### config.mk
export PLATFORM = sky130hd
export DESIGN_NAME = opcode_fetch_flat
export DESIGN_NICKNAME = d
export VERILOG_FILES = /design/src/rtl/gb_cpu_pkg.sv /design/src/rtl/opcode_fetch_if.sv /design/src/rtl/opclass_decode.sv /design/src/rtl/opcode_fetch.sv /design/src/flat_wrapper.sv
export SDC_FILE = /design/constraint.sdc
export NUM_CORES = 1
export LEC_CHECK = 0
export CORE_MARGIN = 1.5
export CORE_UTILIZATION = 50
export CTS_CLUSTER_DIAMETER = 30
export CTS_CLUSTER_SIZE = 16
export DETAILED_ROUTE_END_ITERATION = 8
export PLACE_DENSITY = 0.76
export SETUP_SLACK_MARGIN = 0.05
export SLEW_MARGIN = 0
export SYNTH_ARGS = -nofsm -noshare
export SYNTH_HDL_FRONTEND = slang
export SYNTH_SLANG_ARGS = --single-unit
### constraint.sdc
create_clock -name clk -period 3.2 [get_ports clk]
set_input_delay 0.48 -clock clk [delete_from_list [all_inputs] [get_ports clk]]
set_output_delay 0.48 -clock clk [all_outputs]
set_load 0.1 [all_outputs]
### src/rtl/gb_cpu_pkg.sv
// Shared types and decode tables for the Game Boy CPU fetch/classify stage.
package gb_cpu_pkg;

  localparam logic [6:0] ILLEGAL_IDX = 7'd84;
  localparam logic [7:0] CB_PREFIX   = 8'hCB;

  typedef enum logic [2:0] {
    StFetchOp,
    StFetchCb,
    StFetchLo,
    StFetchHi,
    StPresent
  } fetch_state_e;

  // Base-page classes: 0 NOP, 1 LD rr,d16, 2 LD (rr),A, 3 INC rr, 4 INC r, 5 DEC r, 6 LD r,d8,
  // 7 RLCA, 8 LD (a16),SP, 9 ADD HL,rr, 10 LD A,(rr), 11 DEC rr, 12 RRCA, 13 STOP, 14 RLA,
  // 15 JR, 16 RRA, 17 JR cc, 18 LDI (HL),A, 19 DAA, 20 LDI A,(HL), 21 CPL, 22 LDD (HL),A,
  // 23 INC (HL), 24 DEC (HL), 25 LD (HL),d8, 26 SCF, 27 LDD A,(HL), 28 CCF, 29 LD r,r,
  // 30 LD r,(HL), 31 LD (HL),r, 32 HALT, 33 ALU r, 34 ALU (HL), 35 RET cc, 36 POP, 37 JP cc,
  // 38 JP, 39 CALL cc, 40 PUSH, 41 ALU d8, 42 RST, 43 RET, 44 CB prefix, 45 CALL, 46 RETI,
  // 47 LDH (a8),A, 48 LDH (C),A, 49 ADD SP,e8, 50 JP HL, 51 LD (a16),A, 52 LDH A,(a8),
  // 53 LDH A,(C), 54 DI, 55 LD HL,SP+e8, 56 LD SP,HL, 57 LD A,(a16), 58 EI, 84 illegal.
  localparam logic [6:0] OPCLASS_LUT [256] = '{
    0, 1, 2, 3, 4, 5, 6, 7, 8, 9, 10, 11, 4, 5, 6, 12,
    13, 1, 2, 3, 4, 5, 6, 14, 15, 9, 10, 11, 4, 5, 6, 16,
    17, 1, 18, 3, 4, 5, 6, 19, 17, 9, 20, 11, 4, 5, 6, 21,
    17, 1, 22, 3, 23, 24, 25, 26, 17, 9, 27, 11, 4, 5, 6, 28,
    29, 29, 29, 29, 29, 29, 30, 29, 29, 29, 29, 29, 29, 29, 30, 29,
    29, 29, 29, 29, 29, 29, 30, 29, 29, 29, 29, 29, 29, 29, 30, 29,
    29, 29, 29, 29, 29, 29, 30, 29, 29, 29, 29, 29, 29, 29, 30, 29,
    31, 31, 31, 31, 31, 31, 32, 31, 29, 29, 29, 29, 29, 29, 30, 29,
    33, 33, 33, 33, 33, 33, 34, 33, 33, 33, 33, 33, 33, 33, 34, 33,
    33, 33, 33, 33, 33, 33, 34, 33, 33, 33, 33, 33, 33, 33, 34, 33,
    33, 33, 33, 33, 33, 33, 34, 33, 33, 33, 33, 33, 33, 33, 34, 33,
    33, 33, 33, 33, 33, 33, 34, 33, 33, 33, 33, 33, 33, 33, 34, 33,
    35, 36, 37, 38, 39, 40, 41, 42, 35, 43, 37, 44, 39, 45, 41, 42,
    35, 36, 37, 84, 39, 40, 41, 42, 35, 46, 37, 84, 39, 84, 41, 42,
    47, 36, 48, 84, 84, 40, 41, 42, 49, 50, 51, 84, 84, 84, 41, 42,
    52, 36, 53, 54, 84, 40, 41, 42, 55, 56, 57, 58, 84, 84, 41, 42
  };

  // CB-page classes: rotate/shift ops in pairs (register, (HL)) from 59 (RLC) to 74 (SRL),
  // then 75/76 BIT, 77/78 RES, 79/80 SET.
  localparam logic [6:0] CB_OPCLASS_LUT [256] = '{
    59, 59, 59, 59, 59, 59, 60, 59, 61, 61, 61, 61, 61, 61, 62, 61,
    63, 63, 63, 63, 63, 63, 64, 63, 65, 65, 65, 65, 65, 65, 66, 65,
    67, 67, 67, 67, 67, 67, 68, 67, 69, 69, 69, 69, 69, 69, 70, 69,
    71, 71, 71, 71, 71, 71, 72, 71, 73, 73, 73, 73, 73, 73, 74, 73,
    75, 75, 75, 75, 75, 75, 76, 75, 75, 75, 75, 75, 75, 75, 76, 75,
    75, 75, 75, 75, 75, 75, 76, 75, 75, 75, 75, 75, 75, 75, 76, 75,
    75, 75, 75, 75, 75, 75, 76, 75, 75, 75, 75, 75, 75, 75, 76, 75,
    75, 75, 75, 75, 75, 75, 76, 75, 75, 75, 75, 75, 75, 75, 76, 75,
    77, 77, 77, 77, 77, 77, 78, 77, 77, 77, 77, 77, 77, 77, 78, 77,
    77, 77, 77, 77, 77, 77, 78, 77, 77, 77, 77, 77, 77, 77, 78, 77,
    77, 77, 77, 77, 77, 77, 78, 77, 77, 77, 77, 77, 77, 77, 78, 77,
    77, 77, 77, 77, 77, 77, 78, 77, 77, 77, 77, 77, 77, 77, 78, 77,
    79, 79, 79, 79, 79, 79, 80, 79, 79, 79, 79, 79, 79, 79, 80, 79,
    79, 79, 79, 79, 79, 79, 80, 79, 79, 79, 79, 79, 79, 79, 80, 79,
    79, 79, 79, 79, 79, 79, 80, 79, 79, 79, 79, 79, 79, 79, 80, 79,
    79, 79, 79, 79, 79, 79, 80, 79, 79, 79, 79, 79, 79, 79, 80, 79
  };

  // Immediate bytes following the opcode; STOP carries its padding byte as an immediate.
  localparam logic [1:0] IMM_LEN_LUT [256] = '{
    0, 2, 0, 0, 0, 0, 1, 0, 2, 0, 0, 0, 0, 0, 1, 0,
    1, 2, 0, 0, 0, 0, 1, 0, 1, 0, 0, 0, 0, 0, 1, 0,
    1, 2, 0, 0, 0, 0, 1, 0, 1, 0, 0, 0, 0, 0, 1, 0,
    1, 2, 0, 0, 0, 0, 1, 0, 1, 0, 0, 0, 0, 0, 1, 0,
    0, 0, 0, 0, 0, 0, 0, 0, 0, 0, 0, 0, 0, 0, 0, 0,
    0, 0, 0, 0, 0, 0, 0, 0, 0, 0, 0, 0, 0, 0, 0, 0,
    0, 0, 0, 0, 0, 0, 0, 0, 0, 0, 0, 0, 0, 0, 0, 0,
    0, 0, 0, 0, 0, 0, 0, 0, 0, 0, 0, 0, 0, 0, 0, 0,
    0, 0, 0, 0, 0, 0, 0, 0, 0, 0, 0, 0, 0, 0, 0, 0,
    0, 0, 0, 0, 0, 0, 0, 0, 0, 0, 0, 0, 0, 0, 0, 0,
    0, 0, 0, 0, 0, 0, 0, 0, 0, 0, 0, 0, 0, 0, 0, 0,
    0, 0, 0, 0, 0, 0, 0, 0, 0, 0, 0, 0, 0, 0, 0, 0,
    0, 0, 2, 2, 2, 0, 1, 0, 0, 0, 2, 0, 2, 2, 1, 0,
    0, 0, 2, 0, 2, 0, 1, 0, 0, 0, 2, 0, 2, 0, 1, 0,
    1, 0, 0, 0, 0, 0, 1, 0, 1, 0, 2, 0, 0, 0, 1, 0,
    1, 0, 0, 0, 0, 0, 1, 0, 1, 0, 2, 0, 0, 0, 1, 0
  };

endpackage

### src/rtl/opcode_fetch_if.sv
// Memory read port plus decoded-instruction handshake between fetch and sequencer.
interface opcode_fetch_if;

  logic        rd_req;
  logic [15:0] rd_addr;
  logic        rd_ack;
  logic [7:0]  rd_data;

  logic        op_valid;
  logic        op_ready;
  logic [6:0]  op_index;
  logic [7:0]  op_raw;
  logic        op_cb;
  logic        op_illegal;
  logic [15:0] imm;
  logic [1:0]  imm_len;
  logic [15:0] next_pc;

  logic        redirect;
  logic [15:0] redirect_pc;

  modport master (
    output rd_req, rd_addr, op_valid, op_index, op_raw, op_cb, op_illegal, imm, imm_len,
           next_pc,
    input  rd_ack, rd_data, op_ready, redirect, redirect_pc
  );

  modport slave (
    input  rd_req, rd_addr, op_valid, op_index, op_raw, op_cb, op_illegal, imm, imm_len,
           next_pc,
    output rd_ack, rd_data, op_ready, redirect, redirect_pc
  );

endinterface

### src/rtl/opclass_decode.sv
// Combinational opcode classifier: byte (base or CB page) to class index and immediate length.
module opclass_decode
  import gb_cpu_pkg::*;
(
  input  logic [7:0] byte_i,
  input  logic       is_cb_i,
  output logic [6:0] index_o,
  output logic [1:0] imm_len_o,
  output logic       illegal_o
);

  // Table lookup; CB-page instructions never carry immediates and are never illegal.
  always_comb begin
    index_o   = OPCLASS_LUT[byte_i];
    imm_len_o = IMM_LEN_LUT[byte_i];
    illegal_o = (OPCLASS_LUT[byte_i] == ILLEGAL_IDX);
    if (is_cb_i) begin
      index_o   = CB_OPCLASS_LUT[byte_i];
      imm_len_o = 2'd0;
      illegal_o = 1'b0;
    end
  end

endmodule

### src/rtl/opcode_fetch.sv
// Single-instruction-in-flight fetch/classify stage feeding the microcode sequencer.
module opcode_fetch
  import gb_cpu_pkg::*;
#(
  parameter logic [15:0] RESET_PC = 16'h0000
) (
  input  logic           clk,
  input  logic           rst,
  opcode_fetch_if.master fetch_io
);

  fetch_state_e state_q, state_d;
  logic [15:0]  fpc_q, fpc_d;
  logic         rd_req_q, rd_req_d;
  logic [15:0]  rd_addr_q, rd_addr_d;
  logic         op_valid_q, op_valid_d;
  logic [6:0]   op_index_q, op_index_d;
  logic [7:0]   op_raw_q, op_raw_d;
  logic         op_cb_q, op_cb_d;
  logic         op_illegal_q, op_illegal_d;
  logic [15:0]  imm_q, imm_d;
  logic [1:0]   imm_len_q, imm_len_d;
  logic [15:0]  next_pc_q, next_pc_d;

  logic         dec_is_cb;
  logic [6:0]   dec_index;
  logic [1:0]   dec_imm_len;
  logic         dec_illegal;
  logic         ack;
  logic [15:0]  fpc_inc;

  assign dec_is_cb = (state_q == StFetchCb);
  // An ack only counts against a request we are actually driving.
  assign ack       = fetch_io.rd_ack && rd_req_q;
  assign fpc_inc   = fpc_q + 16'd1;

  opclass_decode u_decode (
    .byte_i   (fetch_io.rd_data),
    .is_cb_i  (dec_is_cb),
    .index_o  (dec_index),
    .imm_len_o(dec_imm_len),
    .illegal_o(dec_illegal)
  );

  // Next-state, fetch pointer and registered-output updates.
  always_comb begin
    state_d      = state_q;
    fpc_d        = fpc_q;
    rd_req_d     = rd_req_q;
    rd_addr_d    = rd_addr_q;
    op_valid_d   = op_valid_q;
    op_index_d   = op_index_q;
    op_raw_d     = op_raw_q;
    op_cb_d      = op_cb_q;
    op_illegal_d = op_illegal_q;
    imm_d        = imm_q;
    imm_len_d    = imm_len_q;
    next_pc_d    = next_pc_q;

    if (fetch_io.redirect) begin
      // Drop whatever is in flight and restart at the new pointer right away.
      state_d    = StFetchOp;
      fpc_d      = fetch_io.redirect_pc;
      rd_req_d   = 1'b1;
      rd_addr_d  = fetch_io.redirect_pc;
      op_valid_d = 1'b0;
    end else begin
      unique case (state_q)
        StFetchOp: begin
          if (!rd_req_q) begin
            // Only reachable straight out of reset.
            rd_req_d  = 1'b1;
            rd_addr_d = fpc_q;
          end else if (ack) begin
            fpc_d        = fpc_inc;
            rd_addr_d    = fpc_inc;
            op_raw_d     = fetch_io.rd_data;
            op_index_d   = dec_index;
            op_illegal_d = dec_illegal;
            imm_len_d    = dec_imm_len;
            op_cb_d      = 1'b0;
            imm_d        = 16'h0000;
            if (fetch_io.rd_data == CB_PREFIX) begin
              op_cb_d = 1'b1;
              state_d = StFetchCb;
            end else if (dec_imm_len != 2'd0) begin
              state_d = StFetchLo;
            end else begin
              state_d    = StPresent;
              rd_req_d   = 1'b0;
              op_valid_d = 1'b1;
              next_pc_d  = fpc_inc;
            end
          end
        end
        StFetchCb: begin
          if (ack) begin
            fpc_d        = fpc_inc;
            rd_addr_d    = fpc_inc;
            op_raw_d     = fetch_io.rd_data;
            op_index_d   = dec_index;
            op_illegal_d = dec_illegal;
            imm_len_d    = dec_imm_len;
            state_d      = StPresent;
            rd_req_d     = 1'b0;
            op_valid_d   = 1'b1;
            next_pc_d    = fpc_inc;
          end
        end
        StFetchLo: begin
          if (ack) begin
            fpc_d      = fpc_inc;
            rd_addr_d  = fpc_inc;
            imm_d[7:0] = fetch_io.rd_data;
            if (imm_len_q == 2'd2) begin
              state_d = StFetchHi;
            end else begin
              state_d    = StPresent;
              rd_req_d   = 1'b0;
              op_valid_d = 1'b1;
              next_pc_d  = fpc_inc;
            end
          end
        end
        StFetchHi: begin
          if (ack) begin
            fpc_d       = fpc_inc;
            rd_addr_d   = fpc_inc;
            imm_d[15:8] = fetch_io.rd_data;
            state_d     = StPresent;
            rd_req_d    = 1'b0;
            op_valid_d  = 1'b1;
            next_pc_d   = fpc_inc;
          end
        end
        StPresent: begin
          if (fetch_io.op_ready) begin
            state_d    = StFetchOp;
            op_valid_d = 1'b0;
            rd_req_d   = 1'b1;
            rd_addr_d  = fpc_q;
          end
        end
        default: begin
          state_d = StFetchOp;
        end
      endcase
    end
  end

  // State and output registers with synchronous reset.
  always_ff @(posedge clk) begin
    if (rst) begin
      state_q      <= StFetchOp;
      fpc_q        <= RESET_PC;
      rd_req_q     <= 1'b0;
      rd_addr_q    <= 16'h0000;
      op_valid_q   <= 1'b0;
      op_index_q   <= 7'd0;
      op_raw_q     <= 8'h00;
      op_cb_q      <= 1'b0;
      op_illegal_q <= 1'b0;
      imm_q        <= 16'h0000;
      imm_len_q    <= 2'd0;
      next_pc_q    <= RESET_PC;
    end else begin
      state_q      <= state_d;
      fpc_q        <= fpc_d;
      rd_req_q     <= rd_req_d;
      rd_addr_q    <= rd_addr_d;
      op_valid_q   <= op_valid_d;
      op_index_q   <= op_index_d;
      op_raw_q     <= op_raw_d;
      op_cb_q      <= op_cb_d;
      op_illegal_q <= op_illegal_d;
      imm_q        <= imm_d;
      imm_len_q    <= imm_len_d;
      next_pc_q    <= next_pc_d;
    end
  end

  assign fetch_io.rd_req     = rd_req_q;
  assign fetch_io.rd_addr    = rd_addr_q;
  assign fetch_io.op_valid   = op_valid_q;
  assign fetch_io.op_index   = op_index_q;
  assign fetch_io.op_raw     = op_raw_q;
  assign fetch_io.op_cb      = op_cb_q;
  assign fetch_io.op_illegal = op_illegal_q;
  assign fetch_io.imm        = imm_q;
  assign fetch_io.imm_len    = imm_len_q;
  assign fetch_io.next_pc    = next_pc_q;

endmodule
### src/flat_wrapper.sv
// flat-port wrapper written by rule: the top's interface ports become plain ports
module opcode_fetch_flat import gb_cpu_pkg::*;
#(
  parameter logic [15:0] RESET_PC = 16'h0000
)
  (clk, rst, fetch_io_rd_req, fetch_io_rd_addr, fetch_io_op_valid, fetch_io_op_index, fetch_io_op_raw, fetch_io_op_cb, fetch_io_op_illegal, fetch_io_imm, fetch_io_imm_len, fetch_io_next_pc, fetch_io_rd_ack, fetch_io_rd_data, fetch_io_op_ready, fetch_io_redirect, fetch_io_redirect_pc);
  opcode_fetch_if fetch_io_i ();
  input  logic clk;
  input  logic rst;
  output wire logic [$bits(fetch_io_i.rd_req)-1:0] fetch_io_rd_req;
  output wire logic [$bits(fetch_io_i.rd_addr)-1:0] fetch_io_rd_addr;
  output wire logic [$bits(fetch_io_i.op_valid)-1:0] fetch_io_op_valid;
  output wire logic [$bits(fetch_io_i.op_index)-1:0] fetch_io_op_index;
  output wire logic [$bits(fetch_io_i.op_raw)-1:0] fetch_io_op_raw;
  output wire logic [$bits(fetch_io_i.op_cb)-1:0] fetch_io_op_cb;
  output wire logic [$bits(fetch_io_i.op_illegal)-1:0] fetch_io_op_illegal;
  output wire logic [$bits(fetch_io_i.imm)-1:0] fetch_io_imm;
  output wire logic [$bits(fetch_io_i.imm_len)-1:0] fetch_io_imm_len;
  output wire logic [$bits(fetch_io_i.next_pc)-1:0] fetch_io_next_pc;
  input wire logic [$bits(fetch_io_i.rd_ack)-1:0] fetch_io_rd_ack;
  input wire logic [$bits(fetch_io_i.rd_data)-1:0] fetch_io_rd_data;
  input wire logic [$bits(fetch_io_i.op_ready)-1:0] fetch_io_op_ready;
  input wire logic [$bits(fetch_io_i.redirect)-1:0] fetch_io_redirect;
  input wire logic [$bits(fetch_io_i.redirect_pc)-1:0] fetch_io_redirect_pc;
  assign fetch_io_rd_req = fetch_io_i.rd_req;
  assign fetch_io_rd_addr = fetch_io_i.rd_addr;
  assign fetch_io_op_valid = fetch_io_i.op_valid;
  assign fetch_io_op_index = fetch_io_i.op_index;
  assign fetch_io_op_raw = fetch_io_i.op_raw;
  assign fetch_io_op_cb = fetch_io_i.op_cb;
  assign fetch_io_op_illegal = fetch_io_i.op_illegal;
  assign fetch_io_imm = fetch_io_i.imm;
  assign fetch_io_imm_len = fetch_io_i.imm_len;
  assign fetch_io_next_pc = fetch_io_i.next_pc;
  assign fetch_io_i.rd_ack = fetch_io_rd_ack;
  assign fetch_io_i.rd_data = fetch_io_rd_data;
  assign fetch_io_i.op_ready = fetch_io_op_ready;
  assign fetch_io_i.redirect = fetch_io_redirect;
  assign fetch_io_i.redirect_pc = fetch_io_redirect_pc;
  opcode_fetch #(.RESET_PC(RESET_PC)) u_core (.clk(clk), .rst(rst), .fetch_io(fetch_io_i));
endmodule
==> flow_summary.yaml <==
outcome:
  run_status: "completed"
power_and_ir_drop:
  total_power_mw: 3.20
  p_per_area_nw_per_um2: 428
  p_leak_nw: 2.93
  ir_drop_v: 0.000320
routing:
  drt_pass1_iterations: 7
  wl_um: 20400
  vias: 6455
  vias_per_cell: 6.24
  wl_per_cell_um: 19.7
  drcViolationCount: 0
  antenna_left: 0
  drt-initial-drc-count: 580
clock_tree:
  hold_buffers: 0
  cts_sinks: 88
  clock_latency_ns: 0.36
  cts_resized: 0
  cts_buffers: 9
  clock-root-buffer: "clkbuf_16"
  tritoncts: "done"
  cts_buffer_depth: 2
  path_clk_slew_ns: 0.06
  htree_levels: 3
  post_cts_buffers: 0
place:
  hpwlAfterDp_um: 14900
  io_buffers: 97
  place_inst: 1019
  gp_congestion: 0.914
  pre_cts_slack_ns: 0.0757
  place_area_um2: 7170
synth:
  yosys_warnings: 0
  synth_edf_count: 0
  yosysSeqAreaShare_pct: 29.3
  post_synth_instance_area_um2: 6000
  synthArstFlopShare_pct: 0
  ys.flop_type: "dfxtp_1"
  synth_cells: 794
  synth_nets: 837
  synth_top_area_share_pct: 29.3
  syn_area_per_cell_um2: 7.56
  synth_largest_area_cell: "dfxtp_1"
  ys_top_cells_by_area: "dfxtp_1 (29%), a21oi_1 (6.3%), nand2_1 (5.5%), nor2_1 (4.6%), clkbuf_1 (2.9%)"
  synth_seq_cells: 88
  yosysUniqueCellTypes: 80
floorplan:
  io_pins: 98
  core_area_um2: 11600
  start_util_pct: 51.9
  dieArea_um2: 12700
  die_x_um: 113
  num_rows: 39
  dieHeight_um: 113
sta:
  max_freq_mhz: 357
  tns_ns: 0
  finalClockSkew_ns: 0.0103
  hold_viol: 0
  tightest_slew_ns: 1.10
  fin_crit_ns: 2.80
  hold_ws_ns: 0.457
  rsz0062_at_grt: "no"
  drv_slew: 0
  setup_viol: 0
  slew_headroom_pct: 26.9
  min_period_over_period_pct: 87.6
  layout_setup_ws_ns: 0.397
finish:
  stdcell_count: 1035
  fin_nets: 930
  diodes: 0
  design_area_um2: 7480
  final_cell_mix: "buf_4 (116), nand2_1 (88), dfxtp_1 (88), a21oi_1 (76), nor2_1 (74)"
  utilization_pct: 64.7
  layout_commonest_cell: "buf_4"
  syn2layout_area_growth_pct: 24.5
  final_layout_size_suffix_gt1_share_pct: 19.3
job:
  drv_cap: 0
worst_setup_path:
  r2r_end: "u_core.fetch_io.rd_addr[4]$_SDFFE_PP0P_"
  worstPathArrival_ns: 3.04
  r2r_start: "u_core.state_q[2]$_SDFFE_PP0P_"
  crit_required_ns: 3.44
  cp-start-kind: "input port"
  cp-end-kind: "register"
  r2r_slack_ns: 0.83
  path_max_fanout: 10
  crit_type: "in -> reg"
  reg2reg_depth: 5
grt:
  grt.overflow.total: 0
  grt_pass1_wl_um: 32000
  grt_pass1_vias: 6190
  antenna_found_initial: 0
  use_met3_pct: 5.94
  grt_max_degree: 63
  busiest_layer: "met2"
  grt_usage_pct: 31.8
  use_met2_pct: 57.1
  use_met1_pct: 37.2
worst_hold_path:
  min_from: "u_core.fetch_io.imm[5]$_SDFFE_PP0P_"
  min_to: "u_core.fetch_io.imm[5]$_SDFFE_PP0P_"
  whs_path_depth: 2
  hp-class: "reg -> reg"
## area by class of cell
type | instances | area (µm²)
Clock buffer | 10 | 239
Clock inverter | 6 | 68.8
Fill cell | 1016 | 4090
Inverter | 14 | 55.1
Multi-Input combinational cell | 614 | 3840
Sequential cell | 88 | 1760
Tap cell | 143 | 179
Timing Repair Buffer | 160 | 1340
## how the worst max path moves through the flow
stage | start | end | slack, ns
after global routing | fetch_io_rd_data[1] | u_core.fetch_io.next_pc[12]$_SDFFE_PP0P_ | 0.32
after floorplan | u_core.fetch_io.rd_req$_SDFFE_PP0P_ | u_core.fetch_io.op_illegal$_SDFFE_PP0P_ | 0.54
after CTS | fetch_io_rd_data[1] | u_core.fetch_io.next_pc[3]$_SDFFE_PP0P_ | 0.45
after detailed placement | fetch_io_rd_data[1] | u_core.fetch_io.next_pc[3]$_SDFFE_PP0P_ | 0.08
after global placement | fetch_io_rd_data[1] | u_core.fetch_io.next_pc[11]$_SDFFE_PP0P_ | 0.14
final | fetch_io_rd_data[1] | u_core.fetch_io.next_pc[3]$_SDFFE_PP0P_ | 0.40
## kinds of logic after synthesis
group / Yosys count / share of synthesized area [%]
muxes: 22 / 4.58
AOI/OAI and AO/OA: 238 / 26.7
xor gates and xnor gates: 31 / 4.52
DFF: 88 / 29.3
and+or+nand+nor: 309 / 25.3
buffers and inverters: 92 / 6.73
adders and majority gates: 14 / 2.92
## synthesized netlist by cell type (4+ instances only)
cell,instances
ha_1,14
nand2_1,88
nor2_1,74
a221oi_1,7
inv_1,11
buf_2,20
o21ai_0,34
a211o_1,6
or3_1,9
a32oi_1,4
nor2b_1,24
mux2_2,8
a311oi_1,8
nand2b_1,10
mux2_4,9
dfxtp_1,88
and3_1,7
nand3_1,34
o22ai_1,10
nor3b_1,4
buf_1,5
mux2i_1,5
clkbuf_1,47
nand4_1,8
and2_1,10
a31oi_1,12
o31ai_1,5
xnor2_1,18
nor3_1,16
o41ai_1,4
nand3b_1,6
a21oi_1,76
xor2_1,13
o211ai_1,11
o21a_1,5
a211oi_1,18
## power breakdown
| part | total (mW) | internal, mW | switching [mW] |
|---|---|---|---|
| registers | 1.20 | 1.14 | 0.0595 |
| logic | 0.894 | 0.298 | 0.596 |
| clock network | 1.10 | 0.629 | 0.472 |
## worst max-delay path, stage by stage
cell             delay (ns)
clkdlybuf4s50_1        0.54
buf_4                  0.15
ha_1                   0.27
nand2b_1               0.14
a221oi_1               0.06
o31ai_1                0.51
a211oi_4               0.15
o21ai_4                0.18
buf_4                  0.23
mux2_4                 0.32
## sequential cells by signal, indices dropped and copies added, names as in the netlist
signal	cells
u_core.fpc_q	16
u_core.fetch_io.op_raw	8
u_core.fetch_io.imm	16
u_core.fetch_io.op_illegal	1
u_core.state_q	3
u_core.fetch_io.op_valid	1
u_core.fetch_io.imm_len	2
u_core.fetch_io.rd_addr	16
u_core.fetch_io.op_cb	1
u_core.fetch_io.op_index	7
u_core.fetch_io.rd_req	1
u_core.fetch_io.next_pc	16
## routing by layer
| metal | vias up | wire [µm] |
|---|---|---|
| met5 | - | 0 |
| li1 | 3042 | - |
| met3 | 59 | 1310 |
| met2 | 320 | 10200 |
| met4 | 0 | 752 |
| met1 | 3034 | 8200 |
Power figures use the tool's default switching activity.
